==> config.mk <==
export PLATFORM = sky130hd
export DESIGN_NAME = pkt_rx_responder
export DESIGN_NICKNAME = d
export VERILOG_FILES = /design/src/rtl/pkt_rx_responder.sv
export SDC_FILE = /design/constraint.sdc
export NUM_CORES = 2
export LEC_CHECK = 0
export CELL_PAD_IN_SITES_DETAIL_PLACEMENT = 1
export CELL_PAD_IN_SITES_GLOBAL_PLACEMENT = 1
export CORE_ASPECT_RATIO = 1.2
export CORE_UTILIZATION = 50
export CTS_BUF_LIST = sky130_fd_sc_hd__clkbuf_4 sky130_fd_sc_hd__clkbuf_8 sky130_fd_sc_hd__clkbuf_16
export CTS_CLUSTER_SIZE = 8
export DETAILED_ROUTE_END_ITERATION = 12
export GPL_TIMING_DRIVEN = 0
export PLACE_DENSITY_LB_ADDON = 0.1
export SLEW_MARGIN = 0
export SYNTH_ARGS = -nofsm -noshare
export SYNTH_HDL_FRONTEND = slang
export SYNTH_SLANG_ARGS = --single-unit
==> constraint.sdc <==
create_clock -name pclk -period 42.7 [get_ports pclk]
set_input_delay 8.54 -clock pclk [delete_from_list [all_inputs] [get_ports pclk]]
set_output_delay 8.54 -clock pclk [all_outputs]
set_load 0.005 [all_outputs]
==> src/rtl/pkt_rx_responder.sv <==
// pkt_rx_responder: terminates a sop/eop/data packet bus. Incoming beats are
// buffered in a first-word-fall-through FIFO and forwarded on a ready/valid
// port. Each closed packet produces a status word and a one-cycle pulse.
//
// Ports
//   pclk, prst          clock (rising edge), synchronous active-high reset
//   sop, eop, data      input beat, qualified by rdy
//   rdy                 responder can take a beat this cycle
//   status              {seq[7:0], 6'b0, trunc, err_sop, len[15:0]}, zero-extended
//   status_valid        one-cycle pulse when status is updated
//   out_valid/out_ready FIFO head handshake
//   out_data/sop/eop    FIFO head payload and packet markers
//   pkt_count           packets closed since reset, wraps
module pkt_rx_responder #(
  parameter int unsigned DATA_WIDTH   = 240,
  parameter int unsigned STATUS_WIDTH = 32,
  parameter int unsigned FIFO_DEPTH   = 16,
  parameter int unsigned FULL_MARGIN  = 0,
  parameter int unsigned MAX_LEN      = 1024
) (
  input  logic                    pclk,
  input  logic                    prst,
  input  logic                    sop,
  input  logic                    eop,
  input  logic [DATA_WIDTH-1:0]   data,
  output logic                    rdy,
  output logic [STATUS_WIDTH-1:0] status,
  output logic                    status_valid,
  output logic                    out_valid,
  input  logic                    out_ready,
  output logic [DATA_WIDTH-1:0]   out_data,
  output logic                    out_sop,
  output logic                    out_eop,
  output logic [15:0]             pkt_count
);

  localparam int unsigned PTR_W     = $clog2(FIFO_DEPTH);
  localparam int unsigned CNT_W     = PTR_W + 1;
  localparam int unsigned ENT_W     = DATA_WIDTH + 2;
  localparam int unsigned RDY_LIMIT = FIFO_DEPTH - 1 - FULL_MARGIN;

  typedef enum logic [1:0] {
    ST_IDLE = 2'd0,
    ST_PKT  = 2'd1,
    ST_DROP = 2'd2
  } state_e;

  state_e state_q, state_d;

  logic [ENT_W-1:0] mem_q [FIFO_DEPTH];
  logic [PTR_W-1:0] wr_ptr_q, rd_ptr_q;
  logic [CNT_W-1:0] count_q, count_d;
  logic             out_valid_q, out_valid_d;
  logic             rdy_q, rdy_d;

  logic [15:0]      len_q, len_d;
  logic             err_sop_q, err_sop_d;
  logic             trunc_q, trunc_d;
  logic [7:0]       seq_q;
  logic [15:0]      pkt_count_q;
  logic [31:0]      status_q, status_d;
  logic             status_valid_q;

  logic             push_c, pop_c, close_c, wr_sop_c, wr_eop_c;
  logic [ENT_W-1:0] head_c;

  assign pop_c = out_valid_q & out_ready;

  // Packet FSM: decides what to write, packet bookkeeping and close events
  always_comb begin
    state_d   = state_q;
    push_c    = 1'b0;
    wr_sop_c  = 1'b0;
    wr_eop_c  = 1'b0;
    close_c   = 1'b0;
    len_d     = len_q;
    err_sop_d = err_sop_q;
    trunc_d   = trunc_q;
    unique case (state_q)
      ST_IDLE: begin
        if (rdy_q && sop) begin
          push_c    = 1'b1;
          wr_sop_c  = 1'b1;
          len_d     = 16'd1;
          err_sop_d = 1'b0;
          trunc_d   = 1'b0;
          if (eop) begin
            wr_eop_c = 1'b1;
            close_c  = 1'b1;
          end else if (len_d == 16'(MAX_LEN)) begin
            // first beat already hits the length limit
            wr_eop_c = 1'b1;
            trunc_d  = 1'b1;
            state_d  = ST_DROP;
          end else begin
            state_d = ST_PKT;
          end
        end
      end
      ST_PKT: begin
        if (rdy_q) begin
          push_c = 1'b1;
          len_d  = len_q + 16'd1;
          if (sop) err_sop_d = 1'b1;
          if (eop) begin
            wr_eop_c = 1'b1;
            close_c  = 1'b1;
            state_d  = ST_IDLE;
          end else if (len_d == 16'(MAX_LEN)) begin
            // terminate the forwarded packet here, swallow the rest
            wr_eop_c = 1'b1;
            trunc_d  = 1'b1;
            state_d  = ST_DROP;
          end
        end
      end
      ST_DROP: begin
        if (rdy_q && eop) begin
          close_c = 1'b1;
          state_d = ST_IDLE;
        end
      end
      default: state_d = ST_IDLE;
    endcase
  end

  // Occupancy, flow control and status word for the next cycle
  always_comb begin
    count_d = count_q;
    if (push_c && !pop_c) begin
      count_d = count_q + CNT_W'(1);
    end else if (!push_c && pop_c) begin
      count_d = count_q - CNT_W'(1);
    end
    out_valid_d = (count_d != '0);
    // rdy only rises when a full beat of headroom is left, so no overflow
    rdy_d    = (state_d == ST_DROP) || (count_d <= CNT_W'(RDY_LIMIT));
    status_d = {seq_q, 6'd0, trunc_d, err_sop_d, len_d};
  end

  always_ff @(posedge pclk) begin
    if (prst) begin
      state_q        <= ST_IDLE;
      wr_ptr_q       <= '0;
      rd_ptr_q       <= '0;
      count_q        <= '0;
      out_valid_q    <= 1'b0;
      rdy_q          <= 1'b0;
      len_q          <= '0;
      err_sop_q      <= 1'b0;
      trunc_q        <= 1'b0;
      seq_q          <= '0;
      pkt_count_q    <= '0;
      status_q       <= '0;
      status_valid_q <= 1'b0;
    end else begin
      state_q        <= state_d;
      count_q        <= count_d;
      out_valid_q    <= out_valid_d;
      rdy_q          <= rdy_d;
      len_q          <= len_d;
      err_sop_q      <= err_sop_d;
      trunc_q        <= trunc_d;
      status_valid_q <= close_c;
      if (push_c) wr_ptr_q <= wr_ptr_q + PTR_W'(1);
      if (pop_c)  rd_ptr_q <= rd_ptr_q + PTR_W'(1);
      if (close_c) begin
        status_q    <= status_d;
        seq_q       <= seq_q + 8'd1;
        pkt_count_q <= pkt_count_q + 16'd1;
      end
    end
  end

  // Beat storage, no reset needed: validity is tracked by count_q
  always_ff @(posedge pclk) begin
    if (push_c && !prst) begin
      mem_q[wr_ptr_q] <= {wr_sop_c, wr_eop_c, data};
    end
  end

  assign head_c       = mem_q[rd_ptr_q];
  assign out_data     = head_c[DATA_WIDTH-1:0];
  assign out_eop      = head_c[DATA_WIDTH];
  assign out_sop      = head_c[DATA_WIDTH+1];
  assign out_valid    = out_valid_q;
  assign rdy          = rdy_q;
  assign status       = STATUS_WIDTH'(status_q);
  assign status_valid = status_valid_q;
  assign pkt_count    = pkt_count_q;

endmodule

# --- After elaboration in Yosys (flattened, before gate mapping) ---
# Memory sizes are Yosys's and may differ from the RTL's. A register that Yosys moved wholly into a read port is not among the register bits.
# Index checks and enable logic that the tools add are counted.
op_classes:
  addsub: 7
  magnitude_cmp: 1
  eq_ne: 4
  muxes: 38
  n_bitwise: 1
  n_reduce_logical: 11
op_table:
  columns: ["operator", "n"]
  rows:
  - ["adder 16 x 1 -> 16 bit (second input constant)", 2]
  - ["two-way mux 16 bit", 2]
  - ["one-hot mux 16 bit (2 select lines)", 1]
  - ["two-way mux 1 bit", 19]
  - ["== test 16 x 11 -> 1 bit (second input constant)", 1]
  - ["two-way mux 2 bit", 6]
  - ["two-way mux 5 bit", 2]
  - ["adder 4 x 1 -> 4 bit (second input constant)", 2]
  - ["adder 8 x 1 -> 8 bit (second input constant)", 1]
  - ["two-way mux 4 bit", 2]
  - ["one-hot mux 1 bit (2 select lines)", 4]
  - ["one-hot mux 2 bit (3 select lines)", 1]
  - ["adder 5 x 1 -> 5 bit (second input constant)", 1]
  - ["<= comparator 5 x 4 -> 1 bit (second input constant)", 1]
  - ["logical AND 1 bit", 5]
  - ["nonzero test 5 bit", 1]
  - ["subtractor 5 x 1 -> 5 bit (second input constant)", 1]
  - ["== test 2 bit (second input constant)", 2]
  - ["logical NOT 1 bit", 3]
  - ["one-hot mux 1 bit (3 select lines)", 1]
  - ["== test 2 x 1 -> 1 bit (second input constant)", 1]
  - ["logical NOT 2 bit", 1]
  - ["bitwise AND 1 bit", 1]
  - ["logical OR 1 bit", 1]
word_totals:
  register_bits: 86
  mem_bits_rw: 3872
  inputBits: 245
  output_inout_bits: 293
  elab_cells: 76
  n_memories: 1
mem_list:
  columns: ["memory", "depth", "word_bits", "rd", "rd_clocked_by_memory_dff", "write_ports", "line", "text"]
  rows:
  - ["mem_q", 16, 242, 1, 1, 1, "50", "logic [ENT_W-1:0] mem_q [FIFO_DEPTH];"]

# --- Logic depth before layout (Yosys ltp) ---
logic_depth:
  depth_word: 9
  depth_mapped: 8
  mapped_depth_nobuf: 7

# --- Worst setup path before layout ---
# No wires, ideal clock.
synth_timing:
  kind: "input-to-reg"
  start: "input sop"
  end: "memory mem_q[7][0] (netlist name), enable pin"
  setup_time_ps: 850
  arrival_time_ps: 19299
  required_ps: 41850
  path_slack_ps: 22551
  cell_stages: 5
  n_path_buf: 1
  cell_sequence: "nor2_1 > nor2_1 > clkbuf_1 > nand2_1 > nor2_1"
synth_between:
  elab_chain_len: 6
synth_rtl:
  columns: ["item", "line", "text"]
  rows:
  - ["start: declaration", "23", "input logic sop,"]
  - ["logical AND 1 bit", "81", "if (rdy_q && sop) begin"]
  - ["two-way mux 1 bit", "81", null]
  - ["one-hot mux 1 bit (2 select lines)", "79", "unique case (state_q)"]
  - ["logical AND 1 bit", "177", "if (push_c && !prst) begin"]
  - ["two-way mux 1 bit", "177", null]
  - ["two-way mux 1 bit (not written as such)", "178", "mem_q[wr_ptr_q] <= {wr_sop_c, wr_eop_c, data};"]
  - ["end: declaration", "50", null]
# No other way between the ends.

==> results.md <==
- Congestion Overflow GR: 0
- Share of the synthesized area in the top cell type: between 70% and 80%
- Arrival @ worst endpoint: ~5500 ps
- CP delay by family, top: buffers and inverters
- I/O Pins: about 540
- Detailed-route wire length per cell: about 36 um
- Clock sinks: ~4000
- Crit Path Max Fanout: 10
- Proportion of synthesized chip area in sequential cells: between 70% and 80%
- Post-cts sizing count: 0
- Minimum clock period: roughly 14000 ps
- Power per Cell Area: between 50 and 60 nW/um2
- Final wirelength: ~410 mm
- Core area: 296800 um2
- Worst Hold Class: reg -> reg
- Share of cells above drive strength 1: 29.42%
- Hold Buf Count CTS: 0
- Hold Vio Cnt, Final: 0
- Detailed placement HPWL: 260.9 mm
- Initial DRC count: between 6000 and 7000
- Crit Path Class: reg -> out
- Layout area overhead: 20.60%
- Area after DPL: between 150000 and 200000 um2
- Antenna violations before repair: 93
- Placer Congestion: 0.7410
- Pre-antenna DRT Iters: 6
- EDFF count, synth: 3872
- Crit-path cells: clkbuf_1 > clkbuf_1 > buf_1 > mux4_2 > clkdlybuf4s50_1
- Tot GR Track Use: between 20% and 30%
- Post-synth ARST share: 0%
- Avg Inst Size Synth: between 20 and 25 um2
- Slew HR: -2.046%
- Clk_lat worst skew: roughly 920 ps
- # DRC: 0
- Full die area: 300500 um2
- Cell taking the most area after synthesis: edfxtp_1
- # port buffers: between 500 and 600
- Final setup viols: 0
- Worst setup EP type: primary output
- Area contributors post-synth: edfxtp_1 (78%), mux4_2 (18%), dfxtp_1 (1.2%)
- Slowest stage delay, CP: 1170 ps
- Largest net degree at the start of global routing: 24
- CP required: 34160 ps
- Slew Limit Fails: 11
- Ys Warns: 0
- Crit start category: register
- Synthesized cell area: approximately 150000 um2
- Worst slew pin tran: approximately 1500 ps
- H-tree Lvls: 6
- Commonest cells after routing, fill and taps aside: edfxtp_1 (3872), mux4_2 (1166), clkbuf_16 (583), clkdlybuf4s50_1 (530), buf_12 (180)
- Row cnt: between 200 and 250
- Critical path's most frequent cell: clkbuf_1
- Ys flop type: edfxtp_1
- Root Buffer: clkbuf_16
- Setup TNS: 0 ps
- RSZ-0062 raised after global routing: no
- Total Power: 9.508 mW
- Flops & latches, synth: ~4000
- Commonest non-fill, non-tap cell in the layout: edfxtp_1
- Failing checks: capacitance limit, slew limit
- Max_cap viols: 1
- Netlist cell types: between 60 and 70
- Die outline height: 600.3 um
- Post-layout util: 60.61%
- Initial Util: 50.26%
- First-pass GRT wire length: about 570 mm
- Clock tree buffer depth: 4
- Fmax: 0.07120 GHz
- Peak supply drop: about 37 uV
- Final worst-path cycle share: 32.89%
- Routed via count: 71050
- CP max stage cell: clkbuf_1
- CTS Buf Count: approximately 570
- Outcome: finished, violations left
- Post-route cell area: about 180000 um2
- Crit path buf inv count: 4
- Vias in the first global route: 76720
- CTS tree: yes
- Post-CTS Setup Inserts: 0
- Post-layout nets: ~7600
- Post-DRT Antenna Nets: 0
- Clock skew: about 51 ps
- Cells after synthesis: 6006
- Fin Hold WS: approximately 460 ps
- CTS clk-pin slew, worst paths: ~50 ps
- Vias per inst: approximately 6.2
- Die W: approximately 500 um
- P_leak: 55.01 nW
==> per-layer routing <==
metal | vias up | global-route usage [%] | wire, um | part of all wire [%]
met2 | 2704 | 45.73 | 206100 | 51
met5 | - | 0 | 544 | 0.13
met3 | 729 | 7.316 | 33120 | 8.1
met1 | 38980 | 34.63 | 155000 | 38
li1 | 28550 | - | - | -
met4 | 84 | 8.530 | 11910 | 2.9
==> power by group <==
part / internal, mW / leakage, nW / switching, mW
clock network: 2.43 / 7.59 / 1.56
registers: 4.33 / 35.6 / 0.0144
logic: 0.580 / 11.9 / 0.591
==> through the flow <==
stage | instances | setup WS [ps]
floorplan | 6011 | 22550
global placement | 10520 | 5678
detailed placement | 10750 | 29500
CTS | 11400 | 28540
global route | 11420 | 28420
finish | 11430 | 28650
==> layout make-up <==
type,count,area [um2]
Antenna cell,25,62.56
Buffer,320,1356
Clock buffer,616,14840
Clock inverter,40,518.0
Fill cell,23450,116900
Inverter,7,26.28
Multi-Input combinational cell,1722,29840
Sequential cell,3962,118100
Tap cell,3978,4977
Timing Repair Buffer,756,10170
==> logic make-up after synthesis <==
group	count (synthesis)	share of synthesized area (%)
muxes	1212	17.92
adders and majority gates	10	0.08389
other	1	0.002514
DFF	3962	79.17
and+or+nand+nor	271	0.9111
buffers and inverters	327	0.9203
xor gates and xnor gates	32	0.1879
AOI/OAI and AO/OA	191	0.8137
==> path summary, 6_finish.rpt <==
| check | start | end | slack, ps | cells past startpoint |
|---|---|---|---|---|
| setup reg to reg | state_q[1]$_SDFF_PP0_ | mem_q[9][168]$_DFFE_PP_ | 38600 | 11 |
| hold / removal | status[24]$_SDFFE_PP0P_ | status[24]$_SDFFE_PP0P_ | 460 | 2 |
| hold reg to reg | status[24]$_SDFFE_PP0P_ | status[24]$_SDFFE_PP0P_ | 460 | 2 |
| setup / recovery | register | out_data[36] | 28650 | 5 |
==> synthesized netlist by cell type, types with 43 or more instances <==
cell type / number
a21oi_1: 78
dfxtp_1: 90
buf_1: 43
mux2i_1: 46
edfxtp_1: 3872
nand2_1: 58
mux4_2: 1166
buf_2: 97
a211oi_1: 59
clkbuf_1: 173
nor2b_1: 48
nor2_1: 96
==> flip-flops by register name, indices dropped and copies added, names as in the netlist, named ones only <==
name	flops
state_q	2
err_sop_q	1
out_valid	1
wr_ptr_q	4
rdy	1
mem_q	3872
trunc_q	1
status	26
count_q	5
pkt_count	16
status_valid	1
seq_q	8
rd_ptr_q	4
len_q	16
==> tightest hold or removal path: stages, from the launching register on <==
cell and delay, ps:
dfxtp_1 310, nand2_1 50, a21oi_1 50
(Power assumes the default switching activity.)
